--- src/rtl/cp0_exc.sv ---
// Coprocessor 0 for the 5-stage MIPS core.
// Handles precise exceptions and level-sensitive interrupts reported from the MEM stage, the
// Count/Compare timer, and mfc0/mtc0/eret access to the CP0 register file.
module cp0_exc #(
  parameter int unsigned NHW      = 6,
  parameter bit          TIMER_EN = 1'b1,
  parameter logic [31:0] PRID     = 32'h0000_1800
) (
  input  logic           clk,
  input  logic           reset,
  // mfc0 / mtc0 access
  input  logic [4:0]     sel,
  input  logic [31:0]    wdata,
  input  logic           we,
  output logic [31:0]    rdata,
  // MEM-stage exception reporting
  input  logic [31:0]    pc,
  input  logic           bd,
  input  logic           exc_req,
  input  logic [4:0]     exc_code,
  input  logic [31:0]    bad_vaddr,
  input  logic [NHW-1:0] hw_int,
  input  logic           eret,
  // To hazard unit / fetch redirect
  output logic           trap,
  output logic [31:0]    epc,
  output logic           exl
);

  localparam logic [4:0] RegBadVAddr = 5'd8;
  localparam logic [4:0] RegCount    = 5'd9;
  localparam logic [4:0] RegCompare  = 5'd11;
  localparam logic [4:0] RegStatus   = 5'd12;
  localparam logic [4:0] RegCause    = 5'd13;
  localparam logic [4:0] RegEpc      = 5'd14;
  localparam logic [4:0] RegPrid     = 5'd15;

  localparam logic [4:0] ExcAdEL = 5'd4;
  localparam logic [4:0] ExcAdES = 5'd5;

  // Architectural state
  logic [5:0]  im_q, im_d;
  logic        exl_q, exl_d;
  logic        ie_q, ie_d;
  logic        bd_q, bd_d;
  logic [4:0]  exc_code_q, exc_code_d;
  logic [31:0] epc_q, epc_d;
  logic [31:0] badvaddr_q, badvaddr_d;

  // Timer state (tied to zero when the timer is not built)
  logic [31:0] count_q;
  logic [31:0] compare_q;
  logic        ti_q;

  // Write strobes for the non-timer registers
  logic wr_status;
  logic wr_cause;
  logic wr_epc;

  // Interrupt pending bits IP[15:10] and the qualified interrupt request
  logic [5:0] ip_hw;
  logic [5:0] ip;
  logic       int_pend;

  assign wr_status = we && (sel == RegStatus);
  assign wr_cause  = we && (sel == RegCause);
  assign wr_epc    = we && (sel == RegEpc);

  // Zero-extend the device lines into IP[15:10]; the timer shares the top line.
  always_comb begin
    ip_hw = '0;
    for (int i = 0; i < NHW; i++) begin
      ip_hw[i] = hw_int[i];
    end
    ip    = ip_hw;
    ip[5] = ip_hw[5] | ti_q;
  end

  // Trap decision: EXL masks both exceptions and interrupts, IE only masks interrupts.
  always_comb begin
    int_pend = (|(ip & im_q)) && ie_q && !exl_q;
    trap     = (exc_req || int_pend) && !exl_q;
  end

  // Next-state for Status/Cause/EPC/BadVAddr. Later assignments take priority:
  // eret < mtc0 < trap for the fields a trap owns.
  always_comb begin
    im_d       = im_q;
    exl_d      = exl_q;
    ie_d       = ie_q;
    bd_d       = bd_q;
    exc_code_d = exc_code_q;
    epc_d      = epc_q;
    badvaddr_d = badvaddr_q;

    if (eret && exl_q) begin
      exl_d = 1'b0;
    end

    if (wr_status) begin
      im_d  = wdata[15:10];
      exl_d = wdata[1];
      ie_d  = wdata[0];
    end

    // Only ExcCode is software-writable in Cause.
    if (wr_cause) begin
      exc_code_d = wdata[6:2];
    end

    if (wr_epc) begin
      epc_d = wdata;
    end

    if (trap) begin
      exl_d      = 1'b1;
      epc_d      = bd ? (pc - 32'd4) : pc;
      bd_d       = bd;
      // Exception wins over a simultaneous interrupt; interrupts report code 0.
      exc_code_d = exc_req ? exc_code : 5'd0;
      if (exc_req && ((exc_code == ExcAdEL) || (exc_code == ExcAdES))) begin
        badvaddr_d = bad_vaddr;
      end
    end
  end

  // Status/Cause/EPC/BadVAddr registers
  always_ff @(posedge clk or posedge reset) begin
    if (reset) begin
      im_q       <= 6'h3f;
      exl_q      <= 1'b0;
      ie_q       <= 1'b1;
      bd_q       <= 1'b0;
      exc_code_q <= 5'd0;
      epc_q      <= 32'd0;
      badvaddr_q <= 32'd0;
    end else begin
      im_q       <= im_d;
      exl_q      <= exl_d;
      ie_q       <= ie_d;
      bd_q       <= bd_d;
      exc_code_q <= exc_code_d;
      epc_q      <= epc_d;
      badvaddr_q <= badvaddr_d;
    end
  end

  if (TIMER_EN) begin : g_timer
    logic        wr_count;
    logic        wr_compare;
    logic [31:0] count_d;
    logic [31:0] compare_d;
    logic        ti_d;

    assign wr_count   = we && (sel == RegCount);
    assign wr_compare = we && (sel == RegCompare);

    // Count free-runs; the match uses the pre-increment value, a Compare write acks TI.
    always_comb begin
      count_d   = wr_count ? wdata : (count_q + 32'd1);
      compare_d = wr_compare ? wdata : compare_q;
      ti_d      = ti_q;
      if (count_q == compare_q) begin
        ti_d = 1'b1;
      end
      if (wr_compare) begin
        ti_d = 1'b0;
      end
    end

    // Timer registers
    always_ff @(posedge clk or posedge reset) begin
      if (reset) begin
        count_q   <= 32'd0;
        compare_q <= 32'd0;
        ti_q      <= 1'b0;
      end else begin
        count_q   <= count_d;
        compare_q <= compare_d;
        ti_q      <= ti_d;
      end
    end
  end else begin : g_no_timer
    assign count_q   = 32'd0;
    assign compare_q = 32'd0;
    assign ti_q      = 1'b0;
  end

  // mfc0 read mux, purely combinational from sel
  always_comb begin
    rdata = 32'd0;
    case (sel)
      RegBadVAddr: rdata = badvaddr_q;
      RegCount:    rdata = count_q;
      RegCompare:  rdata = compare_q;
      RegStatus:   rdata = {16'b0, im_q, 8'b0, exl_q, ie_q};
      RegCause:    rdata = {bd_q, ti_q, 14'b0, ip, 3'b0, exc_code_q, 2'b0};
      RegEpc:      rdata = epc_q;
      RegPrid:     rdata = PRID;
      default:     rdata = 32'd0;
    endcase
  end

  assign epc = epc_q;
  assign exl = exl_q;

endmodule

--- config.mk ---
export PLATFORM = sky130hd
export DESIGN_NAME = cp0_exc
export DESIGN_NICKNAME = d
export VERILOG_FILES = /design/src/rtl/cp0_exc.sv
export SDC_FILE = /design/constraint.sdc
export NUM_CORES = 1
export LEC_CHECK = 0
export CAP_MARGIN = 10
export CORE_ASPECT_RATIO = 1.2
export CORE_MARGIN = 3
export CORE_UTILIZATION = 56
export CTS_CLUSTER_DIAMETER = 150
export CTS_CLUSTER_SIZE = 25
export DETAILED_ROUTE_END_ITERATION = 16
export GPL_TIMING_DRIVEN = 0
export PLACE_DENSITY = 0.87
export SETUP_SLACK_MARGIN = 0.3
export SYNTH_ARGS = -nofsm -noshare
export SYNTH_HDL_FRONTEND = slang
export SYNTH_SLANG_ARGS = --single-unit
--- constraint.sdc ---
create_clock -name clk -period 7.15 [get_ports clk]
set_input_delay 1.43 -clock clk [delete_from_list [all_inputs] [get_ports clk]]
set_output_delay 1.43 -clock clk [all_outputs]
set_load 0.05 [all_outputs]
==> summary.md <==
| Metric | Value |
|---|---|
| Layout cells sized above 1 | `0.183` |
| Hold_buf cts | `0` |
| Net Sw Power | `1.55 mW` |
| Final Cell Area | `11200 um2` |
| Slowest CP cell | `clkdlybuf4s50_1` |
| Skew-Pair Late Insertion Delay | `0.43 ns` |
| Placed Cells | `1213` |
| Non-Filler Instances | `1246` |
| Cell Rows | `48` |
| Worst-path cell chain | `clkdlybuf4s50_1, nand2b_1, nor4_1, clkbuf_1, a22oi_1, nand3_1, clkdlybuf4s50_1` |
| Gr usage total | `0.350` |
| RSZ-0062 raised after global routing | `no` |
| Most area-hungry cell type in the Yosys netlist | `dfrtp_1` |
| Initial Utilization | `0.579` |
| First-pass GRT wire length | `44500 um` |
| Area delta synth->final | `33.1%` |
| Post-synthesis async set-or-reset flop share | `1.00` |
| Yosys warns | `0` |
| DP Worst Slack | `1.04 ns` |
| Layout Utilization | `0.771` |
| Internal Power | `2.43 mW` |
| Final clock skew | `0.00580 ns` |
| Clk sinks | `143` |
| VDD IR-drop max | `0.000228 V` |
| Most frequent CP cell | `clkdlybuf4s50_1` |
| CTS tree | `built` |
| Share of Yosys cell area claimed by the top area cell type | `0.404` |
| Pwr Total | `3.98 mW` |
| Top cells by area, synth | `dfrtp_1 (40%), mux2_2 (12%), xnor2_1 (7.3%)` |
| Post-CTS setup buffer count | `0` |
| Die X-Extent | `118 um` |
| Ports | `184` |
| Leakage | `4.42 nW` |
| WHS | `0.503 ns` |
| Clk Tree Root Cell | `clkbuf_16` |
| Critical path peak fanout | `10` |
| Fin crit share | `0.873` |
| Synth cell types | `54` |
| Wire per inst | `23.3 um` |
| Global route total overflow | `0` |
| Clk pwr share | `0.255` |
| Critical Path Source Type | `primary input` |
| Status | `finished clean` |
| Rel. slew slack | `0.304` |
| Gate Count Post-Synth | `829` |
| Synthesized area per cell | `10.1 um2` |
| Placer Congestion | `0.961` |
| Worst Path Required | `5.72 ns` |
| Vias per inst | `6.25` |
| Largest net degree at the start of global routing | `79` |
| Setup TNS | `0 ns` |
| Final WL | `29000 um` |
| Hold Crit Class | `register to register` |
| Number of flops mapped to enable cells by yosys | `0` |
| Clk buf depth | `2` |
| Port Buffer Count | `183` |
| Endpoints failing hold | `0` |
| DR DRC count | `0` |
| Die Area | `16500 um2` |
| Max Freq | `160 MHz` |
| Worst Max-Slew Pin Slew | `1.03 ns` |
| #FFs+latches synth | `143` |
| Post-CTS resize count | `0` |
| # setup viols final | `0` |
| Critical Path AT | `4.81 ns` |
| Slowest stage delay, CP | `0.82 ns` |
| Vias in the first global route | `7639` |
| Clock Pin Slew Worst Setup and Hold Paths | `0.06 ns` |
| Post-DP Area | `10500 um2` |
| Post-DP HPWL | `21800 um` |
| Crit end category | `output port` |
| Total number of vias | `7789` |
| Switching share of power | `0.389` |
| DR pass1 iterations | `6` |
| Syn Nets | `949` |
| Critical path class | `primary input to output port` |
| Chip height | `140 um` |
| Post-synthesis sequential area ratio | `0.426` |
| Seq pwr share | `0.343` |
| Max H-tree Level | `4` |
| Main synth FF type | `dfrtp_1` |
| Number of antenna violations at the first check in global routing | `1` |
| Num CTS Buffers | `17` |
| Initial DRC Count | `1126` |
| Gate power share | `0.401` |
| Post-route antenna net violation count | `0` |
| Tmin final | `6.24 ns` |
| Pwr Density | `356 nW/um2` |
| CORE AREA | `14500 um2` |
| Final #Nets | `1152` |
| Final worst-path setup slack | `0.907 ns` |
| Max_cap viols | `0` |
| Final-report max-slew violation count | `0` |
| Post-Syn Area | `8410 um2` |
[cells in the mapped netlist (6+ instances only)]
master	count
o21bai_1	6
xor2_1	19
o21ai_1	6
nor2_1	47
and3_1	7
xnor2_1	70
or3_1	6
nor3_1	21
mux2_4	17
buf_2	9
nand4_1	18
clkbuf_1	37
nor2_2	17
dfstp_2	7
nand2_1	61
mux2i_1	8
a22oi_1	49
dfrtp_1	136
nand3_1	33
a21oi_1	56
mux2_2	93
o21ai_0	23
nor4_1	19
[area by class of cell]
cell class                 count  area (um2)
timing repair buffer         184        1860
buffer                        54         238
tap                          200         250
fill                         954        3330
inverter                       5        23.8
clock buffer                  20         457
clock inverter                12         213
sequential                   143        3590
multi-input combinational    627        4570
antenna                        1        2.50
[registers in the layout (all words and copies together) (netlist names)]
| register | flops |
|---|---|
| badvaddr_q | 32 |
| bd_q | 1 |
| compare_q | 32 |
| count_q | 32 |
| epc | 32 |
| exc_code_q | 5 |
| exl | 1 |
| ie_q | 1 |
| im_q | 6 |
| ti_q | 1 |
[placed cells by master (no fill, tap or decap), drive strengths merged, types with 7 or more instances in the layout]
cell	netlist	final
dfrtp	136	136
xnor2	70	70
clkbuf	38	58
mux2i	8	8
xor2	19	19
o21ai	29	29
buf	16	17
mux2	111	111
nor2	65	65
a22oi	49	49
nor4	21	21
nand4	18	18
clkdlybuf4s50	0	183
nand3	33	33
dfstp	7	7
nor3	22	22
a21oi	56	56
and3	7	7
nand2	61	61
[logic make-up after synthesis]
logic type	count (synthesis)	synth area share
DFF	143	0.426
muxes	119	0.166
buffers and inverters	59	0.0305
AOI/OAI and AO/OA	157	0.119
and+or+nand+nor	260	0.163
adders and majority gates	2	0.00297
xor gates and xnor gates	89	0.0926
[power by group through the flow]
| stage | registers [mW] | logic (mW) | clock network (mW) |
|---|---|---|---|
| 3_3_place_gp | 1.35 | 1.53 | 0 |
| 3_5_place_dp | 1.36 | 1.56 | 0 |
| 4_1_cts | 1.35 | 1.59 | 1.01 |
| 2_1_floorplan | 1.59 | 0.761 | 0 |
| 6_report | 1.37 | 1.60 | 1.02 |
| 5_1_grt | 1.40 | 1.68 | 1.05 |
[critical path, delay by kind of cell]
| family | cells | cell delay (ns) |
|---|---|---|
| buf+inv | 3 | 1.87 |
| simple gates | 3 | 1.29 |
| compound gates | 1 | 0.20 |
[final timing paths]
| path | from | end | slack, ns | depth (start not counted) |
|---|---|---|---|---|
| hold reg to reg | badvaddr_q[26] | badvaddr_q[26] | 0.50 | 1 |
| hold / removal | badvaddr_q[26] | badvaddr_q[26] | 0.50 | 1 |
| max in group asynchronous | reset | im_q[5] | 4.89 | 3 |
| min in group asynchronous | reset | compare_q[4] | 1.44 | 2 |
| setup reg to reg | im_q[4] | exc_code_q[0] | 4.66 | 5 |
| setup / recovery | sel[1] | rdata[14] | 0.91 | 7 |
[routing by layer]
layer | global-route usage | vias to the layer above | share of wire | wire length, um
met1 | 0.459 | 3858 | 0.40 | 11500
met4 | 0.152 | 0 | 0.037 | 1080
li1 | - | 3420 | - | -
met2 | 0.575 | 431 | 0.49 | 14200
met3 | 0.0614 | 80 | 0.077 | 2240
met5 | 0 | - | 0 | 0
Note: power is estimated with default switching activity, not from simulation.
